===== src/rtl/countdown_timer_if.sv =====
// Load channel of the countdown timer: start value, prescale and mode are
// offered together by firmware and captured on a valid/ready handshake.
interface countdown_timer_if #(
  parameter int WIDTH      = 16,
  parameter int PRESCALE_W = 8
);
  logic                  load_valid;
  logic                  load_ready;
  logic [WIDTH-1:0]      load_value;
  logic [PRESCALE_W-1:0] load_prescale;
  logic                  load_periodic;

  modport master (
    output load_valid,
    output load_value,
    output load_prescale,
    output load_periodic,
    input  load_ready
  );

  modport slave (
    input  load_valid,
    input  load_value,
    input  load_prescale,
    input  load_periodic,
    output load_ready
  );
endinterface


===== src/rtl/countdown_timer.sv =====
// Programmable down-counting timer with prescaler, one-shot/periodic reload,
// sticky expiry irq and overrun flag. Loads are refused while counting.
module countdown_timer #(
  parameter int WIDTH      = 16,
  parameter int PRESCALE_W = 8
) (
  input  logic             clk,
  input  logic             rst_n,
  countdown_timer_if.slave ld,
  input  logic             start,
  input  logic             stop,
  input  logic             irq_ack,
  output logic [WIDTH-1:0] count,
  output logic             running,
  output logic             irq,
  output logic             overrun
);

  typedef enum logic [1:0] {
    S_IDLE  = 2'd0,
    S_ARMED = 2'd1,
    S_RUN   = 2'd2,
    S_DONE  = 2'd3
  } state_t;

  localparam logic [WIDTH-1:0] ONE = WIDTH'(1);

  state_t                state, state_nxt;
  logic [WIDTH-1:0]      count_q;
  logic [WIDTH-1:0]      reload_q;
  logic [PRESCALE_W-1:0] p_q;
  logic [PRESCALE_W-1:0] psc_q;
  logic                  periodic_q;
  logic                  load_fire;
  logic                  tick;
  logic                  expiry;

  assign ld.load_ready = (state != S_RUN);
  assign count         = count_q;

  // State register.
  always_ff @(posedge clk) begin
    if (!rst_n) state <= S_IDLE;
    else        state <= state_nxt;
  end

  // Next-state decode plus tick/expiry strobes; stop suppresses the tick so
  // a stop on the expiry edge pauses instead of expiring.
  always_comb begin
    state_nxt = state;
    load_fire = ld.load_valid && (state != S_RUN);
    tick      = (state == S_RUN) && !stop && (psc_q == p_q);
    expiry    = tick && (count_q == ONE);
    case (state)
      S_IDLE: begin
        if (load_fire) state_nxt = S_ARMED;
      end
      S_ARMED: begin
        if (load_fire)                          state_nxt = S_ARMED;
        else if (start && !stop && count_q != '0) state_nxt = S_RUN;
      end
      S_RUN: begin
        if (stop)                        state_nxt = S_ARMED;
        else if (expiry && !periodic_q)  state_nxt = S_DONE;
      end
      S_DONE: begin
        if (load_fire) state_nxt = S_ARMED;
      end
      default: state_nxt = S_IDLE;
    endcase
  end

  // Count, prescaler, configuration and sticky flags.
  always_ff @(posedge clk) begin
    if (!rst_n) begin
      count_q    <= '0;
      reload_q   <= '0;
      p_q        <= '0;
      psc_q      <= '0;
      periodic_q <= 1'b0;
      running    <= 1'b0;
      irq        <= 1'b0;
      overrun    <= 1'b0;
    end else begin
      running <= (state_nxt == S_RUN);
      if (load_fire) begin
        count_q    <= ld.load_value;
        reload_q   <= ld.load_value;
        p_q        <= ld.load_prescale;
        periodic_q <= ld.load_periodic;
        psc_q      <= '0;
      end else if (state == S_RUN) begin
        if (stop || tick) psc_q <= '0;
        else              psc_q <= psc_q + 1'b1;
        if (tick) begin
          if (count_q > ONE)   count_q <= count_q - ONE;
          else if (periodic_q) count_q <= reload_q;
          else                 count_q <= '0;
        end
      end else if (state == S_ARMED) begin
        psc_q <= '0;
      end
      // An ack on the expiry edge loses to the new expiry; overrun only
      // records expiries that nobody has acknowledged.
      overrun <= (overrun && !irq_ack) || (expiry && irq && !irq_ack);
      irq     <= expiry || (irq && !irq_ack);
    end
  end

endmodule


===== src/flat_wrapper.sv =====
// flat-port wrapper written by rule: the top's interface ports become plain ports
module countdown_timer_flat 
#(
  parameter int WIDTH      = 16,
  parameter int PRESCALE_W = 8
)
  (clk, rst_n, start, stop, irq_ack, count, running, irq, overrun, ld_load_valid, ld_load_value, ld_load_prescale, ld_load_periodic, ld_load_ready);
  countdown_timer_if #(.WIDTH(WIDTH), .PRESCALE_W(PRESCALE_W)) ld_i ();
  input  logic clk;
  input  logic rst_n;
  input  logic start;
  input  logic stop;
  input  logic irq_ack;
  output logic [WIDTH-1:0] count;
  output logic running;
  output logic irq;
  output logic overrun;
  input wire logic [$bits(ld_i.load_valid)-1:0] ld_load_valid;
  input wire logic [$bits(ld_i.load_value)-1:0] ld_load_value;
  input wire logic [$bits(ld_i.load_prescale)-1:0] ld_load_prescale;
  input wire logic [$bits(ld_i.load_periodic)-1:0] ld_load_periodic;
  output wire logic [$bits(ld_i.load_ready)-1:0] ld_load_ready;
  assign ld_i.load_valid = ld_load_valid;
  assign ld_i.load_value = ld_load_value;
  assign ld_i.load_prescale = ld_load_prescale;
  assign ld_i.load_periodic = ld_load_periodic;
  assign ld_load_ready = ld_i.load_ready;
  countdown_timer #(.WIDTH(WIDTH), .PRESCALE_W(PRESCALE_W)) u_core (.clk(clk), .rst_n(rst_n), .ld(ld_i), .start(start), .stop(stop), .irq_ack(irq_ack), .count(count), .running(running), .irq(irq), .overrun(overrun));
endmodule

===== config.mk =====
export PLATFORM = sky130hd
export DESIGN_NAME = countdown_timer_flat
export DESIGN_NICKNAME = d
export VERILOG_FILES = /design/src/rtl/countdown_timer_if.sv /design/src/rtl/countdown_timer.sv /design/src/flat_wrapper.sv
export SDC_FILE = /design/constraint.sdc
export NUM_CORES = 1
export LEC_CHECK = 0
export ABC_AREA = 1
export BUFFER_PORTS_ARGS = -buffer_cell sky130_fd_sc_hd__clkbuf_2
export CAP_MARGIN = 15
export CORE_UTILIZATION = 58
export CTS_BUF_LIST = sky130_fd_sc_hd__clkbuf_8
export CTS_CLUSTER_DIAMETER = 150
export DETAILED_ROUTE_END_ITERATION = 8
export PLACE_DENSITY = 0.93
export SYNTH_ARGS = -nofsm -noshare
export SYNTH_HDL_FRONTEND = slang
export SYNTH_SLANG_ARGS = --single-unit

===== constraint.sdc =====
create_clock -name clk -period 1.93 [get_ports clk]
set_input_delay 0.2895 -clock clk [delete_from_list [all_inputs] [get_ports clk]]
set_output_delay 0.2895 -clock clk [all_outputs]
set_load 0.005 [all_outputs]

* Yosys cells after proc, flatten, opt, wreduce, memory -nomap -nowiden
Cells that the tools add are included.
** Storage, ports and cells
- Register bits :: 54
- Output and inout port bits :: 20
- Word-level logic and storage cells :: 59
** Cells by class
- Add/sub/neg operators :: 2
- Magnitude comparators :: 1
- Eq/ne operators :: 7
- Muxes and demuxes :: 14
- Bitwise gates (word level) :: 1
- Reduce and logical (&&, ||, !) cells :: 25
** Operator list (count)
- 2-to-1 mux 16 bit :: 5
- 2-to-1 mux 8 bit :: 3
- equality test 16 x 1 -> 1 bit (second input constant) :: 1
- > comparator 16 x 1 -> 1 bit (second input constant) :: 1
- nonzero test 16 bit :: 1
- subtractor 16 x 1 -> 16 bit (second input constant) :: 1
- logical AND 1 bit :: 11
- 2-to-1 mux 2 bit :: 5
- adder 8 x 1 -> 8 bit (second input constant) :: 1
- equality test 8 bit :: 1
- equality test 2 bit (second input constant) :: 3
- one-hot mux 2 bit (3 select lines) :: 1
- nonzero test 2 bit :: 3
- OR reduction 2 bit :: 2
- logical NOT 1 bit :: 3
- logical OR 1 bit :: 3
- equality test 2 x 1 -> 1 bit (second input constant) :: 1
- logical NOT 2 bit :: 1
- != test 2 bit (second input constant) :: 1
- AND reduction 2 bit :: 1
- inverter 1 bit :: 1

* Logic depth before layout (Yosys ltp)
Gate-level depths: netlist of run 1.
- Depth after elaboration :: 9
- Mapped depth :: 13

* Least setup slack after synthesis of run 1
No wires, ideal clock.
- Kind :: register -> register
- From :: register u_core.state[0]
- To :: register u_core.count_q[14], in the netlist u_core.count[14]
- Setup time :: 109 ps
- Arrival time :: 1579 ps
- Required time :: 1821 ps
- Slack :: 242 ps
- Stages on the path, launching flop included :: 14
- Path buffers :: 1
- Cells stage by stage :: dfxtp_1 > inv_1 > ha_1 > nand2_1 > nor2_1 > nand3_1 > nor2_4 > a21oi_4 > inv_4 > buf_6 > o21ai_1 > inv_1 > nand2_1 > inv_1
** Between the ends
- Word-level cells in the longest chain between the ends :: 5
- Elaborated cells between the ends (all ways) :: 9
- Classes of those cells :: eq/ne: 2; mux: 1; reduce/logical: 6
** RTL lines
- from (decl) :: line countdown_timer.sv:28 : state_t state, state_nxt;
- from (signal assigned) :: line countdown_timer.sv:44 : else state <= state_nxt;
- equality test 2 bit :: line countdown_timer.sv:52, countdown_timer.sv:92
- logical AND 1 bit (2 in a row) :: line countdown_timer.sv:52 : tick = (state == S_RUN) && !stop && (psc_q == p_q);
- nonzero test 2 bit (no line)
- AND reduction 2 bit (no line)
- to (signal assigned) :: line countdown_timer.sv:87 : count_q <= ld.load_value;
- to (signal assigned) :: line countdown_timer.sv:96 : if (count_q > ONE) count_q <= count_q - ONE;
- to (signal assigned) :: line countdown_timer.sv:97 : else if (periodic_q) count_q <= reload_q;
- to (decl) :: line countdown_timer.sv:29 : logic [WIDTH-1:0] count_q;
Several ways; a longest one is shown, not always the timed one.
A chain may end at the register's enable or synchronous reset.

* Final worst setup path of run 1
- From :: register u_core.count_q[1], in the netlist u_core.count[1]
- To :: register u_core.count_q[1], in the netlist u_core.count[1]
** Between the ends
- Word-level cells in the longest chain between the ends :: 5
- Elaborated cells between the ends (all ways) :: 6
- Classes of those cells :: add/sub: 1; order compare: 1; mux: 4
** RTL lines
- subtractor 16 x 1 -> 16 bit or > comparator 16 x 1 -> 1 bit (tied branches) :: line countdown_timer.sv:96
- 2-to-1 mux 16 bit * :: line countdown_timer.sv:96
- 2-to-1 mux 16 bit * :: line countdown_timer.sv:95 : if (tick) begin
- 2-to-1 mux 16 bit * :: line countdown_timer.sv:92 : end else if (state == S_RUN) begin
- 2-to-1 mux 16 bit * :: line countdown_timer.sv:86 : if (load_fire) begin
Mark *: on every way between the ends. The rest lies on a longest branch, timed or not. The select of a mux whose other input is x is not followed.

==> impl_metrics.csv, run 1 <==
group,metric,value,unit
place,placed_cells_incl_taps,572,
critical_path,r2r_start,"u_core.count[1]",
critical_path,critical_path.startpoint_type,"register",
global_route,globalRouteMet3Util,6.45,%
synthesis,synth.distinct_cells,32,
clock_tree,insertion_delay,0.31,ns
critical_path,r2r_cells,13,
critical_path,critPathKind,"register to register",
synthesis,asyncSetResetFlopFracSynth,0,%
floorplan,chipHeight,73.8,um
critical_path,crit_fanout,8,
timing,worstMarginPinSlew,0.456,ns
critical_path,critical_path.endpoint_type,"register",
timing,final-max-slew-violation-count,0,
drt,wl,7730,um
clock_tree,cts.htree.levels,2,
timing,setup_ws,0.0398,ns
run_status,result_of_the_run,"completed",
place,dp_hpwl,5410,um
synthesis,synth-seq-cells,54,
final_layout,share_of_layout_cells_above_drive_strength_1,20.8,%
place,dpl_worst_slack,0.0119,ns
critical_path,critPathRequiredTime,2.14,ns
clock_tree,cts.sinks,54,
clock_tree,clock-root-buffer,"sky130_fd_sc_hd__clkbuf_8",
run,maxCapViolCount,0,
synthesis,netlist_instances,460,
clock_tree,cts_buffers,5,
floorplan,start_util,61.7,%
critical_path,timing.critical_path.arrival,2.10,ns
floorplan,top_level_ports,51,
final_layout,layout.filler_cells,365,
synthesis,syn_avg_cell_area,6.50,um^2
floorplan,die_w,73.8,um
final_layout,layout.cells.most_common,"sky130_fd_sc_hd__nand2_1",
timing,final.period_utilization,97.9,%
place,placement.io_buffers,50,
synthesis,synth_edf_count,0,
place,gp_congestion,0.925,
global_route,pin_count_of_the_biggest_net_entering_global_routing,30,
synthesis,synthTopCellsByArea,"sky130_fd_sc_hd__dfxtp_1 (36%), sky130_fd_sc_hd__nand2_1 (14%), sky130_fd_sc_hd__nor2_1 (7.4%)",
final_layout,final_nets,555,
drt,vias,3185,
final_layout,diodes,0,
final_layout,final_cell_mix,"sky130_fd_sc_hd__nand2_1 (108), sky130_fd_sc_hd__nor2_1 (55), sky130_fd_sc_hd__dfxtp_1 (53)",
synthesis,syn-num-nets,496,
synthesis,synth-seq-area-share,36.1,%
drt,routed_wire_length_per_instance,13.2,um
power_and_ir_drop,peak_supply_drop,0.467,mV
timing,final-hold-violation-count,0,
power_and_ir_drop,total_power_divided_by_cell_area,779,nW/um^2
global_route,global_route.usage.met1,37.0,%
drt,vias_per_cell,5.43,
power_and_ir_drop,power.leakage,1.72,nW
synthesis,ys_warn_count,0,
global_route,grt_antenna_before_repair,0,
timing,min_period,1.89,ns
floorplan,dieArea,5450,um^2
global_route,number_of_global_route_vias_before_repair,2827,
final_layout,instances_no_fill,587,
timing,finalHoldWorstSlack,0.198,ns
synthesis,post_synth_instance_area,2990,um^2
global_route,gr-total-overflow,0,
hold_path,min-delay-start,"ld_load_prescale[4]",
synthesis,synth-main-ff-cell,"sky130_fd_sc_hd__dfxtp_1",
drt,detail_route.iter0.violations,214,
clock_tree,cts_buffer_depth,2,
clock_tree,clk_transition_reported_paths,0.10,ns
floorplan,core,4850,um^2
final_layout,syn_to_final_growth,18.7,%
critical_path,startpoint,"u_core.count[1]",
floorplan,floorplan.rows,25,
global_route,gr-usage-met2,48.2,%
drt,first_pass_drt_iterations,5,
drt,antenna_violating_nets_post_route,0,
drt,post-route-drc-count,0,
timing,tns,0,ns
global_route,grtUsageTotal,29.5,%
global_route,grt_most_used_layer,"met2",
synthesis,synth.top_cell.area_share,36.1,%
hold_path,timing.hold.worst.class,"primary input to register",
synthesis,synth.largest_area_cell,"sky130_fd_sc_hd__dfxtp_1",
timing,fin_skew,0.0108,ns
timing,finalSetupViolations,0,
timing,max_freq,0.529,GHz
timing,max-slew-margin-rel,69.5,%
clock_tree,cts_hold_buffers,0,
clock_tree,tritoncts,"done",
hold_path,worstHoldPathCells,3,
global_route,grt_pass1_wl,12400,um
==> metal layers <==
metal	vias up	wire, um
met4	0	250
met1	1420	3260
met5	-	0
met2	151	3610
li1	1586	-
met3	28	607
==> repair_timing <==
| item | CTS | global route |
|---|---|---|
| gates cloned | 0 | 1 |
| resized for setup | 0 | 14 |
| endpoints found under the setup margin | 3 | 18 |
| setup buffers | 1 | 5 |
| pin swaps | 1 | 2 |
==> final cells by class <==
class                      instances  area, um^2  share of cell area (%)
multi-input combinational        328        1630                    45.8
sequential                        54        1080                    30.5
timing repair buffer              66         370                    10.4
inverter                          63         241                    6.80
tap                               67        83.8                    2.36
clock buffer                       6        82.6                    2.33
clock inverter                     2        60.1                    1.69
timing repair inverter             1        5.00                   0.141
==> synth_stat cells (2+ instances only) <==
library cell                 n
sky130_fd_sc_hd__inv_2      14
sky130_fd_sc_hd__clkbuf_1   11
sky130_fd_sc_hd__nand3b_1    2
sky130_fd_sc_hd__xor2_1     13
sky130_fd_sc_hd__nand4_1    14
sky130_fd_sc_hd__nand2_1   109
sky130_fd_sc_hd__o211ai_1    2
sky130_fd_sc_hd__a21oi_1    30
sky130_fd_sc_hd__nor2_1     59
sky130_fd_sc_hd__o21ai_0    24
sky130_fd_sc_hd__nor3_1      4
sky130_fd_sc_hd__o21ai_1    13
sky130_fd_sc_hd__nand2_2     3
sky130_fd_sc_hd__dfxtp_1    54
sky130_fd_sc_hd__buf_2       2
sky130_fd_sc_hd__nand3_1    32
sky130_fd_sc_hd__buf_6       2
sky130_fd_sc_hd__o22ai_1     5
sky130_fd_sc_hd__ha_1        5
sky130_fd_sc_hd__inv_1      48
sky130_fd_sc_hd__nor2_2      3
==> critical path, cell delays in order, from the launching register on <==
cell                      delay, ns
sky130_fd_sc_hd__dfxtp_1       0.37
sky130_fd_sc_hd__inv_1         0.12
sky130_fd_sc_hd__ha_2          0.21
sky130_fd_sc_hd__nand2_1       0.08
sky130_fd_sc_hd__nor2_2        0.12
sky130_fd_sc_hd__nand2_1       0.11
sky130_fd_sc_hd__nor2_2        0.14
sky130_fd_sc_hd__nand2_1       0.11
sky130_fd_sc_hd__nand2_4       0.12
sky130_fd_sc_hd__inv_2         0.05
sky130_fd_sc_hd__nand2_2       0.11
sky130_fd_sc_hd__nor2_1        0.06
sky130_fd_sc_hd__nor3_1        0.13
sky130_fd_sc_hd__nor2_1        0.06
==> final timing paths <==
kind	end	slack (ns)
setup reg to reg	u_core.count[1]	0.04
hold / removal	u_core.p_q[4]	0.20
setup / recovery	u_core.count[1]	0.04
hold reg to reg	u_core.reload_q[14]	0.46
==> power by group <==
part | switching (mW) | total, mW | internal (mW) | leakage (nW)
clock | 0.381 | 0.934 | 0.553 | 0.0714
sequential | 0.0588 | 1.24 | 1.18 | 0.445
combinational | 0.362 | 0.591 | 0.229 | 1.20
total | 0.802 | 2.77 | 1.96 | 1.72
==> state kept, by name, indices dropped and copies added (netlist names) <==
signal             flops
u_core.count          16
u_core.irq             1
u_core.overrun         1
u_core.p_q             8
u_core.periodic_q      1
u_core.psc_q           8
u_core.reload_q       16
u_core.running         1
u_core.state           2
==> through the flow <==
stage / cell area, um^2 / power (mW) / util [%]
finish: 3550 / 2.77 / 73.2
global route: 3550 / 2.90 / 73.2
CTS: 3480 / 2.73 / 71.7
detailed placement: 3330 / 1.81 / 68.6
global placement: 3330 / 1.79 / 68.6
floorplan: 2990 / 1.64 / -
==> cells by family after synthesis <==
| family | Yosys count | share of synthesized area [%] |
|---|---|---|
| buf+inv | 78 | 10.5 |
| xor+xnor | 14 | 4.10 |
| fa+ha+maj | 5 | 2.09 |
| flops | 54 | 36.1 |
| simple gates | 230 | 32.8 |
| compound gates | 79 | 14.4 |
(Power assumes the default switching activity.)
==> inputs of run 2 (changes only) <==
- ABC_AREA: 1 -> not set
- PLACE_DENSITY: 0.93 -> 0.94
==> run 2 against run 1 <==
  * Critical path type unchanged
  * Via count up 29%
  * Maximum frequency decreased by 18%
  * Synthesized cell count is 19% lower
  * The flow now finishes with violations (design-rule violations, negative setup slack)
  * Clock power shrank 13%
  * Area after synthesis down 6.2%
  * Register-to-register slack got worse by 0.43 ns
  * Sequential share of layout area down 3.5 points
  * Critical path depth fell by 6
==> impl_metrics.csv, run 2 <==
group,metric,value,unit
drt,routed_wire_length_per_instance,25.8,um
final_layout,share_of_layout_cells_above_drive_strength_1,40.0,%
power_and_ir_drop,total_power,2.93,mW
final_layout,layout.cells.most_common,"sky130_fd_sc_hd__nand2_1",
drt,vias,4105,
global_route,grt_pass1_wl,18900,um
clock_tree,cts_hold_buffers,0,
critical_path,critical_path.startpoint_type,"register",
floorplan,floorplan.rows,24,
critical_path,cell_chain_of_the_critical_path,"buf_4, nor3_1, nand2b_1, nor3_2, and2_4, a21oi_1, nor3_1",
timing,final-hold-violation-count,0,
synthesis,ys_warn_count,0,
place,dp_hpwl,6750,um
run,maxCapViolCount,0,
final_layout,layout.filler_cells,200,
critical_path,crit_family,"simple AND/OR/NAND/NOR gates",
timing,setup_ws,-0.388,ns
floorplan,top_level_ports,51,
clock_tree,cts_buffers,5,
synthesis,syn-num-nets,409,
clock_tree,cts.htree.levels,2,
timing,min_period,2.32,ns
synthesis,synth-seq-area-share,38.5,%
synthesis,synth.distinct_cells,48,
critical_path,cp_slowest_stage_delay,0.70,ns
global_route,number_of_global_route_vias_before_repair,3733,
critical_path,critPathMostFrequentCell,"sky130_fd_sc_hd__nor3_1",
global_route,grtUsageTotal,48.8,%
synthesis,synth.largest_area_cell,"sky130_fd_sc_hd__dfxtp_1",
global_route,gr-total-overflow,0,
synthesis,post_synthesis_xor_xnor_area_fraction,3.43,%
drt,wl,14000,um
synthesis,synth-simple-area-share,27.5,%
drt,first_pass_drt_iterations,9,
synthesis,synth.top_cell.area_share,38.5,%
critical_path,timing.critical_path.arrival,2.56,ns
critical_path,critPathRequiredTime,2.17,ns
power_and_ir_drop,total_power_divided_by_cell_area,726,nW/um^2
critical_path,path_buf_inv,1,
timing,unrepaired_setup_endpoints_after_global_routing,"yes",
place,gp_congestion,1.06,
power_and_ir_drop,power.sequential.fraction,42.5,%
synthesis,synthMostInstantiatedCell,"sky130_fd_sc_hd__nand2_1",
timing,final-max-slew-violation-count,0,
synthesis,synthTopCellsByArea,"sky130_fd_sc_hd__dfxtp_1 (39%), sky130_fd_sc_hd__nand2_1 (11%), sky130_fd_sc_hd__a21oi_1 (9.5%)",
synthesis,asyncSetResetFlopFracSynth,0,%
synthesis,synth.area.mux_share,0,%
floorplan,chipHeight,71.5,um
hold_path,timing.hold.worst.class,"primary input to register",
drt,post-route-drc-count,103,
final_layout,final-seq-area,1090,um^2
clock_tree,clk_transition_reported_paths,0.11,ns
clock_tree,insertion_delay,0.33,ns
final_layout,syn_to_final_growth,43.7,%
place,place_area,3560,um^2
drt,vias_per_cell,7.57,
synthesis,synth-seq-cells,54,
synthesis,synth_top_family_by_area,"simple AND/OR/NAND/NOR gates",
timing,worstMarginPinSlew,0.836,ns
power_and_ir_drop,power.leakage,1.71,nW
synthesis,synth_edf_count,0,
floorplan,dieArea,5120,um^2
synthesis,post_synth_instance_area,2810,um^2
floorplan,die_w,71.5,um
synthesis,netlist_instances,373,
timing,max-slew-margin-rel,43.9,%
timing,fin_skew,0.0140,ns
timing,max_freq,0.431,GHz
power_and_ir_drop,peak_supply_drop,0.481,mV
power_and_ir_drop,power_switching,1.01,mW
synthesis,syn_avg_cell_area,7.52,um^2
timing,tns,-6.65,ns
final_layout,final_nets,525,
synthesis,synth-main-ff-cell,"sky130_fd_sc_hd__dfxtp_1",
run_status,failed_checks,"design-rule violations, negative setup slack",
final_layout,area_taken_by_multi_input_logic_gates,1880,um^2
global_route,grt_antenna_before_repair,0,
run_status,result_of_the_run,"complete, but fails checks",
critical_path,crit_fanout,6,
synthesis,synth-compound-area-share,24.1,%
clock_tree,tritoncts,"done",
clock_tree,cts_buffer_depth,2,
power_and_ir_drop,power.share.clock,27.9,%
timing,finalHoldWorstSlack,0.139,ns
clock_tree,cts.sinks,54,
global_route,pin_count_of_the_biggest_net_entering_global_routing,25,
critical_path,critPathKind,"register to register",
timing,finalSetupViolations,29,
place,placement.io_buffers,50,
floorplan,core,4500,um^2
critical_path,cp_slowest_cell,"sky130_fd_sc_hd__nor3_1",
floorplan,start_util,62.3,%
timing,final.period_utilization,120,%
power_and_ir_drop,internal_power_contribution,1.91,mW
clock_tree,clock-root-buffer,"sky130_fd_sc_hd__clkbuf_8",
synthesis,synthTopCellsByCount,"sky130_fd_sc_hd__nand2_1 (83), sky130_fd_sc_hd__dfxtp_1 (54), sky130_fd_sc_hd__a21oi_1 (53)",
synthesis,synth_area_in_adders,2.23,%
power_and_ir_drop,swShare,34.7,%
final_layout,final_cell_mix,"sky130_fd_sc_hd__nand2_1 (82), sky130_fd_sc_hd__buf_4 (73), sky130_fd_sc_hd__clkbuf_2 (50)",
final_layout,final_design_area_no_fill,4030,um^2
final_layout,diodes,0,
drt,antenna_violating_nets_post_route,0,
drt,detail_route.iter0.violations,731,
power_and_ir_drop,power.share.combinational,29.6,%
critical_path,critical_path.endpoint_type,"register",
run 2: cells by family after synthesis:
group	count (synthesis)
AO/OA/AOI/OAI	113
buffers and inverters	29
AND/OR/NAND/NOR	161
XOR/XNOR	11
flip-flops	54
adder cells (fa/ha/maj)	5
run 2: worst register-to-register path, delay by kind of cell (launching register included):
kind / cells / cell delay (ns)
AOI/OAI and AO/OA: 1 / 0.06
buffers and inverters: 1 / 0.17
DFF: 1 / 0.35
and+or+nand+nor: 5 / 1.65
run 2: path summary, 6_finish.rpt:
kind                                         start  cells after the start            endpoint  slack (ns)
worst max-delay path              u_core.count[12]                      7      u_core.overrun       -0.39
worst max register to register    u_core.count[12]                      7      u_core.overrun       -0.39
worst min-delay path                       irq_ack                      2      u_core.overrun        0.14
worst min register to register  u_core.reload_q[8]                      2  u_core.reload_q[8]        0.48
run 2: power groups by stage:
stage / clock network, mW / logic, mW / registers (mW)
after floorplan: 0 / 0.322 / 1.24
after global placement: 0 / 0.603 / 1.24
after detailed placement: 0 / 0.630 / 1.24
after CTS: 0.779 / 0.703 / 1.22
after global routing: 0.838 / 0.880 / 1.24
final: 0.816 / 0.867 / 1.24
run 2: stage by stage:
step / instances / util, % / setup WS [ns]
5_1_grt: 542 / 89.5 / -0.440
3_3_place_gp: 521 / 79.1 / -0.301
4_1_cts: 539 / 86.5 / -0.186
6_report: 542 / 89.5 / -0.388
2_1_floorplan: 373 / - / -0.238
3_5_place_dp: 521 / 79.1 / -0.360
run 2: metal layers:
layer  vias to the layer above  GRT usage, %  part of all wire, %  wire (um)
met5                         -             0                 0.36         50
met4                         2          34.6                   12       1630
met3                       217          18.6                   15       2150
met2                       527          77.9                   41       5740
met1                      1795          53.6                   31       4390
li1                       1564             -                    -          -
run 2: repair_timing:
item	CTS	global route
pin swaps	9	5
gates resized for setup	34	28
gates cloned	2	0
setup buffers	8	3
endpoints found under the setup margin	23	29
run 2: layout make-up:
cell class                      count  area share [%]
Timing Repair Buffer              128            21.3
Tap cell                           52            1.61
Clock buffer                        5            1.71
Clock inverter                      3            1.09
Multi-Input combinational cell    292            46.6
Inverter                            8           0.745
Sequential cell                    54            27.0
